**src/rtl/dlx_ifetch_prefetch_if.sv**
```systemverilog
// Memory read port and decode handshake of the DLX instruction-fetch front end.
// master = fetch unit, slave = memory/decode side.
interface dlx_ifetch_prefetch_if #(
    parameter int ADDRESS_SIZE = 16,
    parameter int WORD_SIZE    = 32
);
    // Memory: once ENABLE=1, ENABLE/ADDRESS hold until the single-cycle DATA_READY strobe.
    // Decode: a word transfers on a rising clk edge where instr_valid_o && instr_ready_i.
    logic [ADDRESS_SIZE-1:0] ADDRESS;
    logic                    ENABLE;
    logic                    DATA_READY;
    logic [WORD_SIZE-1:0]    DATA;
    logic [WORD_SIZE-1:0]    instr_o;
    logic [ADDRESS_SIZE-1:0] instr_pc_o;
    logic                    instr_valid_o;
    logic                    instr_ready_i;

    modport master (
        output ADDRESS, ENABLE, instr_o, instr_pc_o, instr_valid_o,
        input  DATA_READY, DATA, instr_ready_i
    );

    modport slave (
        input  ADDRESS, ENABLE, instr_o, instr_pc_o, instr_valid_o,
        output DATA_READY, DATA, instr_ready_i
    );
endinterface

```
**src/rtl/dlx_ifetch_prefetch.sv**
```systemverilog
// DLX instruction prefetch: one outstanding memory read, DEPTH-entry FIFO to decode, redirect flush.
// Define IFETCH_PERF_CNT_EN to add the stall_cnt_o / discard_cnt_o performance counters.
module dlx_ifetch_prefetch #(
    parameter int                      ADDRESS_SIZE = 16,
    parameter int                      WORD_SIZE    = 32,
    parameter int                      DEPTH        = 4,
    parameter logic [ADDRESS_SIZE-1:0] RESET_PC     = '0
) (
    input  logic                    clk,
    input  logic                    rst,
    input  logic                    fetch_en_i,
    input  logic                    redirect_i,
    input  logic [ADDRESS_SIZE-1:0] redirect_addr_i,
    output logic [1:0]              fsm_state,
`ifdef IFETCH_PERF_CNT_EN
    output logic [31:0]             stall_cnt_o,
    output logic [31:0]             discard_cnt_o,
`endif
    dlx_ifetch_prefetch_if.master   bus
);
    localparam int PTR_W = $clog2(DEPTH);
    localparam int CNT_W = PTR_W + 1;
    localparam logic [CNT_W-1:0]        CNT_DEPTH = CNT_W'(DEPTH);
    localparam logic [ADDRESS_SIZE-1:0] PC_STEP   = ADDRESS_SIZE'(WORD_SIZE / 8);

    typedef enum logic [1:0] {
        IDLE  = 2'd0,
        REQ   = 2'd1,
        DRAIN = 2'd2
    } state_t;

    state_t                  state_q, state_d;
    logic                    enable_q, enable_d;
    logic [ADDRESS_SIZE-1:0] address_q, address_d;
    logic [ADDRESS_SIZE-1:0] pc_q, pc_d;

    logic [WORD_SIZE-1:0]    data_mem [DEPTH];
    logic [ADDRESS_SIZE-1:0] pc_mem   [DEPTH];
    logic [PTR_W-1:0]        rd_ptr_q, wr_ptr_q;
    logic [CNT_W-1:0]        count_q, count_after;

    logic resp, push, pop, valid;

    assign resp        = enable_q && bus.DATA_READY;
    assign valid       = (count_q != '0);
    assign pop         = valid && bus.instr_ready_i;
    // Occupancy after a push plus any same-cycle pop; used for the back-to-back space check.
    assign count_after = count_q + CNT_W'(1) - CNT_W'(pop);

    always_ff @(posedge clk or negedge rst) begin
        if (!rst) begin
            state_q   <= IDLE;
            enable_q  <= 1'b0;
            address_q <= '0;
            pc_q      <= RESET_PC;
        end else begin
            state_q   <= state_d;
            enable_q  <= enable_d;
            address_q <= address_d;
            pc_q      <= pc_d;
        end
    end

    always_comb begin
        state_d   = state_q;
        enable_d  = enable_q;
        address_d = address_q;
        pc_d      = pc_q;
        push      = 1'b0;
        unique case (state_q)
            IDLE: begin
                if (fetch_en_i && (count_q < CNT_DEPTH) && !redirect_i) begin
                    enable_d  = 1'b1;
                    address_d = pc_q;
                    state_d   = REQ;
                end
            end
            REQ: begin
                if (redirect_i) begin
                    if (resp) begin
                        enable_d = 1'b0;
                        state_d  = IDLE;
                    end else begin
                        state_d  = DRAIN;
                    end
                end else if (resp) begin
                    push = 1'b1;
                    pc_d = pc_q + PC_STEP;
                    if (fetch_en_i && (count_after < CNT_DEPTH)) begin
                        address_d = pc_q + PC_STEP;
                    end else begin
                        enable_d = 1'b0;
                        state_d  = IDLE;
                    end
                end
            end
            DRAIN: begin
                if (resp) begin
                    enable_d = 1'b0;
                    state_d  = IDLE;
                end
            end
            default: begin
                enable_d = 1'b0;
                state_d  = IDLE;
            end
        endcase
        // A redirect overrides any sequential PC update in the same cycle.
        if (redirect_i) begin
            pc_d = redirect_addr_i;
        end
    end

    always_ff @(posedge clk or negedge rst) begin
        if (!rst) begin
            rd_ptr_q <= '0;
            wr_ptr_q <= '0;
            count_q  <= '0;
            for (int i = 0; i < DEPTH; i++) begin
                data_mem[i] <= '0;
                pc_mem[i]   <= '0;
            end
        end else if (redirect_i) begin
            rd_ptr_q <= '0;
            wr_ptr_q <= '0;
            count_q  <= '0;
        end else begin
            if (push) begin
                data_mem[wr_ptr_q] <= bus.DATA;
                pc_mem[wr_ptr_q]   <= address_q;
                wr_ptr_q           <= wr_ptr_q + PTR_W'(1);
            end
            if (pop) begin
                rd_ptr_q <= rd_ptr_q + PTR_W'(1);
            end
            count_q <= count_q + CNT_W'(push) - CNT_W'(pop);
        end
    end

    assign bus.ENABLE        = enable_q;
    assign bus.ADDRESS       = address_q;
    assign bus.instr_o       = data_mem[rd_ptr_q];
    assign bus.instr_pc_o    = pc_mem[rd_ptr_q];
    assign bus.instr_valid_o = valid;
    assign fsm_state         = state_q;

`ifdef IFETCH_PERF_CNT_EN
    logic discard;
    assign discard = resp && ((state_q == DRAIN) || ((state_q == REQ) && redirect_i));

    always_ff @(posedge clk or negedge rst) begin
        if (!rst) begin
            stall_cnt_o   <= '0;
            discard_cnt_o <= '0;
        end else begin
            if (enable_q && !bus.DATA_READY && (stall_cnt_o != '1)) begin
                stall_cnt_o <= stall_cnt_o + 32'd1;
            end
            if (discard && (discard_cnt_o != '1)) begin
                discard_cnt_o <= discard_cnt_o + 32'd1;
            end
        end
    end
`endif
endmodule

```
**src/flat_wrapper.sv**
```systemverilog
// flat-port wrapper written by rule: the top's interface ports become plain ports
module dlx_ifetch_prefetch_flat 
#(
    parameter int                      ADDRESS_SIZE = 16,
    parameter int                      WORD_SIZE    = 32,
    parameter int                      DEPTH        = 4,
    parameter logic [ADDRESS_SIZE-1:0] RESET_PC     = '0
)
  (clk, rst, fetch_en_i, redirect_i, redirect_addr_i, fsm_state, bus_ADDRESS, bus_ENABLE, bus_instr_o, bus_instr_pc_o, bus_instr_valid_o, bus_DATA_READY, bus_DATA, bus_instr_ready_i);
  dlx_ifetch_prefetch_if #(.ADDRESS_SIZE(ADDRESS_SIZE), .WORD_SIZE(WORD_SIZE)) bus_i ();
  input  logic clk;
  input  logic rst;
  input  logic fetch_en_i;
  input  logic redirect_i;
  input  logic [ADDRESS_SIZE-1:0] redirect_addr_i;
  output logic [1:0] fsm_state;
  output wire logic [$bits(bus_i.ADDRESS)-1:0] bus_ADDRESS;
  output wire logic [$bits(bus_i.ENABLE)-1:0] bus_ENABLE;
  output wire logic [$bits(bus_i.instr_o)-1:0] bus_instr_o;
  output wire logic [$bits(bus_i.instr_pc_o)-1:0] bus_instr_pc_o;
  output wire logic [$bits(bus_i.instr_valid_o)-1:0] bus_instr_valid_o;
  input wire logic [$bits(bus_i.DATA_READY)-1:0] bus_DATA_READY;
  input wire logic [$bits(bus_i.DATA)-1:0] bus_DATA;
  input wire logic [$bits(bus_i.instr_ready_i)-1:0] bus_instr_ready_i;
  assign bus_ADDRESS = bus_i.ADDRESS;
  assign bus_ENABLE = bus_i.ENABLE;
  assign bus_instr_o = bus_i.instr_o;
  assign bus_instr_pc_o = bus_i.instr_pc_o;
  assign bus_instr_valid_o = bus_i.instr_valid_o;
  assign bus_i.DATA_READY = bus_DATA_READY;
  assign bus_i.DATA = bus_DATA;
  assign bus_i.instr_ready_i = bus_instr_ready_i;
  dlx_ifetch_prefetch #(.ADDRESS_SIZE(ADDRESS_SIZE), .WORD_SIZE(WORD_SIZE), .DEPTH(DEPTH), .RESET_PC(RESET_PC)) u_core (.clk(clk), .rst(rst), .fetch_en_i(fetch_en_i), .redirect_i(redirect_i), .redirect_addr_i(redirect_addr_i), .fsm_state(fsm_state), .bus(bus_i));
endmodule
```
**config.mk**
```make
export PLATFORM = sky130hd
export DESIGN_NAME = dlx_ifetch_prefetch_flat
export DESIGN_NICKNAME = d
export VERILOG_FILES = /design/src/rtl/dlx_ifetch_prefetch_if.sv /design/src/rtl/dlx_ifetch_prefetch.sv /design/src/flat_wrapper.sv
export SDC_FILE = /design/constraint.sdc
export NUM_CORES = 1
export LEC_CHECK = 0
export ABC_AREA = 1
export BUFFER_PORTS_ARGS = -buffer_cell sky130_fd_sc_hd__clkbuf_2
export CORE_ASPECT_RATIO = 1.1
export CORE_UTILIZATION = 54
export CTS_CLUSTER_DIAMETER = 150
export CTS_CLUSTER_SIZE = 24
export DETAILED_ROUTE_END_ITERATION = 12
export PLACE_DENSITY = 0.75
export SETUP_SLACK_MARGIN = 0.5
export SLEW_MARGIN = 5
export SYNTH_ARGS = -nofsm -noshare
export SYNTH_HDL_FRONTEND = slang
export SYNTH_SLANG_ARGS = --single-unit
```
**constraint.sdc**
```tcl
create_clock -name clk -period 4.55 [get_ports clk]
set_clock_uncertainty 0.1 [all_clocks]
set_input_delay 0.2275 -clock clk [delete_from_list [all_inputs] [get_ports clk]]
set_output_delay 0.2275 -clock clk [all_outputs]
set_load 0.02 [all_outputs]
```
==> results.json <==
{
  "synth_edf_count": 0,
  "wl_per_cell_um": 15.0,
  "drv_cap": 0,
  "firstDrtPassIters": 8,
  "insertion_delay_ns": 0.46,
  "cpLargestDelayFamily": "buffers and inverters",
  "p_switching_w": 0.00258,
  "die_w_um": 135,
  "dr_total_vias": 8913,
  "synth_top_area_share": 0.555,
  "fin_crit_sh": 0.643,
  "finalNetCount": 1438,
  "max_clock_freq_mhz": 342,
  "syn_area_per_cell_um2": 8.37,
  "clock_sink_count": 234,
  "cp_num_buf_inv": 3,
  "r2r_end": "u_core.data_mem[31]$_DFFE_PN0P_",
  "critPathArrivalTime_ns": 2.60,
  "drive_gt1_frac": 0.114,
  "antenna_found_initial": 0,
  "vias_per_cell": 5.50,
  "final_antenna_net_count": 0,
  "synth_cells": 1261,
  "pwr-share-seq": 0.424,
  "dieHeight_um": 149,
  "crit_slowest_cell": "inv_2",
  "rows": 53,
  "gr-total-overflow": 0,
  "path_max_fanout": 63,
  "synth.area.top_cells": "dfrtp_1 55%, nand2_1 11%, o21ai_1 7.6%",
  "clockPowerShare": 0.181,
  "ios": 122,
  "cts_tree": "done",
  "fill_cells": 1679,
  "relSlewSlack": 0.279,
  "rrSetupSlack_ns": 1.88,
  "peakVddDrop_uv": 346,
  "core_area_um2": 19200,
  "netlist_area_um2": 10600,
  "switching_share": 0.405,
  "utilization": 0.627,
  "wl_um": 24400,
  "dp_hpwl_um": 14400,
  "cp.required_ns": 4.22,
  "setup_slack_ns": 1.62,
  "synth_cell_types": 28,
  "tightest_slew_ns": 1.08,
  "clock_path_buffers": 3,
  "clk_pin_slew_ns": 0.10,
  "startpoint_type": "flip-flop",
  "critPathCapture": "bus_instr_o[20]",
  "finalMaxSlewViolations": 0,
  "diodes": 0,
  "finalSetupViolCount": 0,
  "hold_slack_ns": 0.0771,
  "die_area_um2": 20100,
  "drtIter0Drc": 685,
  "pwr-share-comb": 0.395,
  "port_buffers": 121,
  "rsz0062_at_grt": "false",
  "status": "complete, no violations",
  "ys.flop_type": "dfrtp_1",
  "cts_root_buf": "clkbuf_16",
  "area_growth_pct": 13.9,
  "grt_first_pass_wirelength_um": 41600,
  "synth_fp_nets": 1324,
  "hold_violations": 0,
  "p_per_area_nw_per_um2": 531,
  "drcViolationCount": 0,
  "grt_pass1_vias": 8482,
  "synthArstFlopShare": 1.00,
  "min_period_ns": 2.93,
  "ys_seq_elements": 234,
  "r2r_cells": 6,
  "yosysSeqAreaShare": 0.555,
  "worst_setup_path_end_kind": "primary output",
  "fin_tns_setup_ns": 0,
  "power_leakage_nw": 5.96,
  "gp_congestion": 0.875,
  "start_util": 0.551,
  "p_int_w": 0.00380,
  "critPathMaxStageDelay_ns": 0.72,
  "crit_start": "u_core.rd_ptr_q[0]$_DFFE_PN0P_",
  "hold_class": "input port to flip-flop",
  "place_ws_ns": 1.95,
  "grt_max_degree": 126,
  "yosysTopAreaCell": "dfrtp_1",
  "ys_warn_count": 0,
  "grt_use_total": 0.256,
  "r2r-start": "u_core.fsm_state[1]$_DFFE_PN0P_",
  "cts_buffers": 13,
  "cts_setup_buffers": 0,
  "path_cells": "inv_2 -> buf_4 -> o21ai_0 -> o22ai_1 -> clkbuf_2",
  "path_depth": 5,
  "path_class": "flip-flop to primary output",
  "htreeDepth": 1
}
[registers in the layout, summed over array words and instances (netlist names)]
name,count
u_core.data_mem,128
u_core.pc_mem,64
u_core.bus.ADDRESS,16
u_core.pc_q,16
u_core.count_q,3
u_core.fsm_state,2
u_core.rd_ptr_q,2
u_core.wr_ptr_q,2
u_core.bus.ENABLE,1
[cell families after synthesis]
kind of cell    Yosys count  share of synthesized area
simple gates            478                      0.178
compound gates          378                      0.187
flops                   234                      0.555
buf+inv                 158                     0.0654
fa+ha+maj                 9                     0.0114
xor+xnor                  4                    0.00332
[synth_stat cells (all sizes together) (4+ instances only)]
cell	number
ha	8
buf	28
xor2	4
nand4	6
dfrtp	234
nor2	129
nand3	29
o21ai	309
o211ai	4
nand2	313
clkbuf	53
inv	76
o22ai	49
a21oi	12
[timing repair]
item	CTS	global route
resized for setup	0	0
hold endpoints to repair	266	0
endpoints found under the setup margin	0	0
hold buffers	51	0
[cell type report]
cell class | instances | area (um2) | share of cell area
Timing Repair Buffer | 180 | 1200 | 0.0997
Tap cell | 247 | 309 | 0.0257
Inverter | 77 | 289 | 0.0240
Sequential cell | 234 | 5860 | 0.487
Clock inverter | 1 | 8.76 | 0.000728
Clock buffer | 14 | 329 | 0.0274
Multi-Input combinational cell | 869 | 4030 | 0.335
[per-layer routing]
layer,global-route usage,vias to the layer above,share of wire
met5,0,-,0
met2,0.421,242,0.48
met4,0.0685,0,0.019
met3,0.0314,29,0.054
li1,-,4380,-
met1,0.360,4262,0.45
[power by group through the flow]
| stage | registers (W) | clock network, W | logic (W) |
|---|---|---|---|
| finish | 0.00271 | 0.00116 | 0.00252 |
| global route | 0.00276 | 0.00125 | 0.00282 |
| CTS | 0.00271 | 0.00119 | 0.00253 |
| detailed placement | 0.00275 | 0 | 0.00249 |
| global placement | 0.00274 | 0 | 0.00246 |
| floorplan | 0.00276 | 0 | 0.00164 |
[placed cells by master, fill, tap and decap left out, types with 2 or more instances in the layout]
master and count:
nand2_1 306, dfrtp_1 233, o21ai_1 161, o21ai_0 148
nor2_1 127, clkbuf_2 120, inv_1 73, dlygate4sd3_1 51
o22ai_1 49, nand3_1 29, clkbuf_16 13, a21oi_1 12
ha_1 8, buf_4 7, nand4_1 6, nand2_4 4
inv_2 4, xor2_1 4, o211ai_1 4, nand2_2 3
a22oi_1 2
[per-stage QoR]
stage	cell area [um2]	cells	power, W
2_1_floorplan	10600	1261	0.00441
3_3_place_gp	11200	1556	0.00519
3_5_place_dp	11200	1556	0.00523
4_1_cts	12000	1622	0.00643
5_1_grt	12000	1622	0.00683
6_report	12000	1622	0.00638
[worst min path at each step]
stage | cells after the start | to | from
after global routing | 5 | u_core.bus.ENABLE$_DFFE_PN0P_ | fetch_en_i
final | 5 | u_core.bus.ENABLE$_DFFE_PN0P_ | fetch_en_i
after CTS | 5 | u_core.bus.ENABLE$_DFFE_PN0P_ | fetch_en_i
after global placement | 1 | u_core.data_mem[17]$_DFFE_PN0P_ | rst
after detailed placement | 1 | u_core.data_mem[117]$_DFFE_PN0P_ | rst
after floorplan | 0 | u_core.bus.ADDRESS[0]$_DFFE_PN0P_ | rst
[worst reg2reg max path, stage by stage, from the launching register on]
cell and delay, ns:
dfrtp_1 0.43, nor2_2 0.11, buf_4 0.26, inv_2 0.19
nor2_8 0.36, nand2_4 0.60, o21ai_0 0.51
No activity file was read; power rests on OpenSTA's default activity.
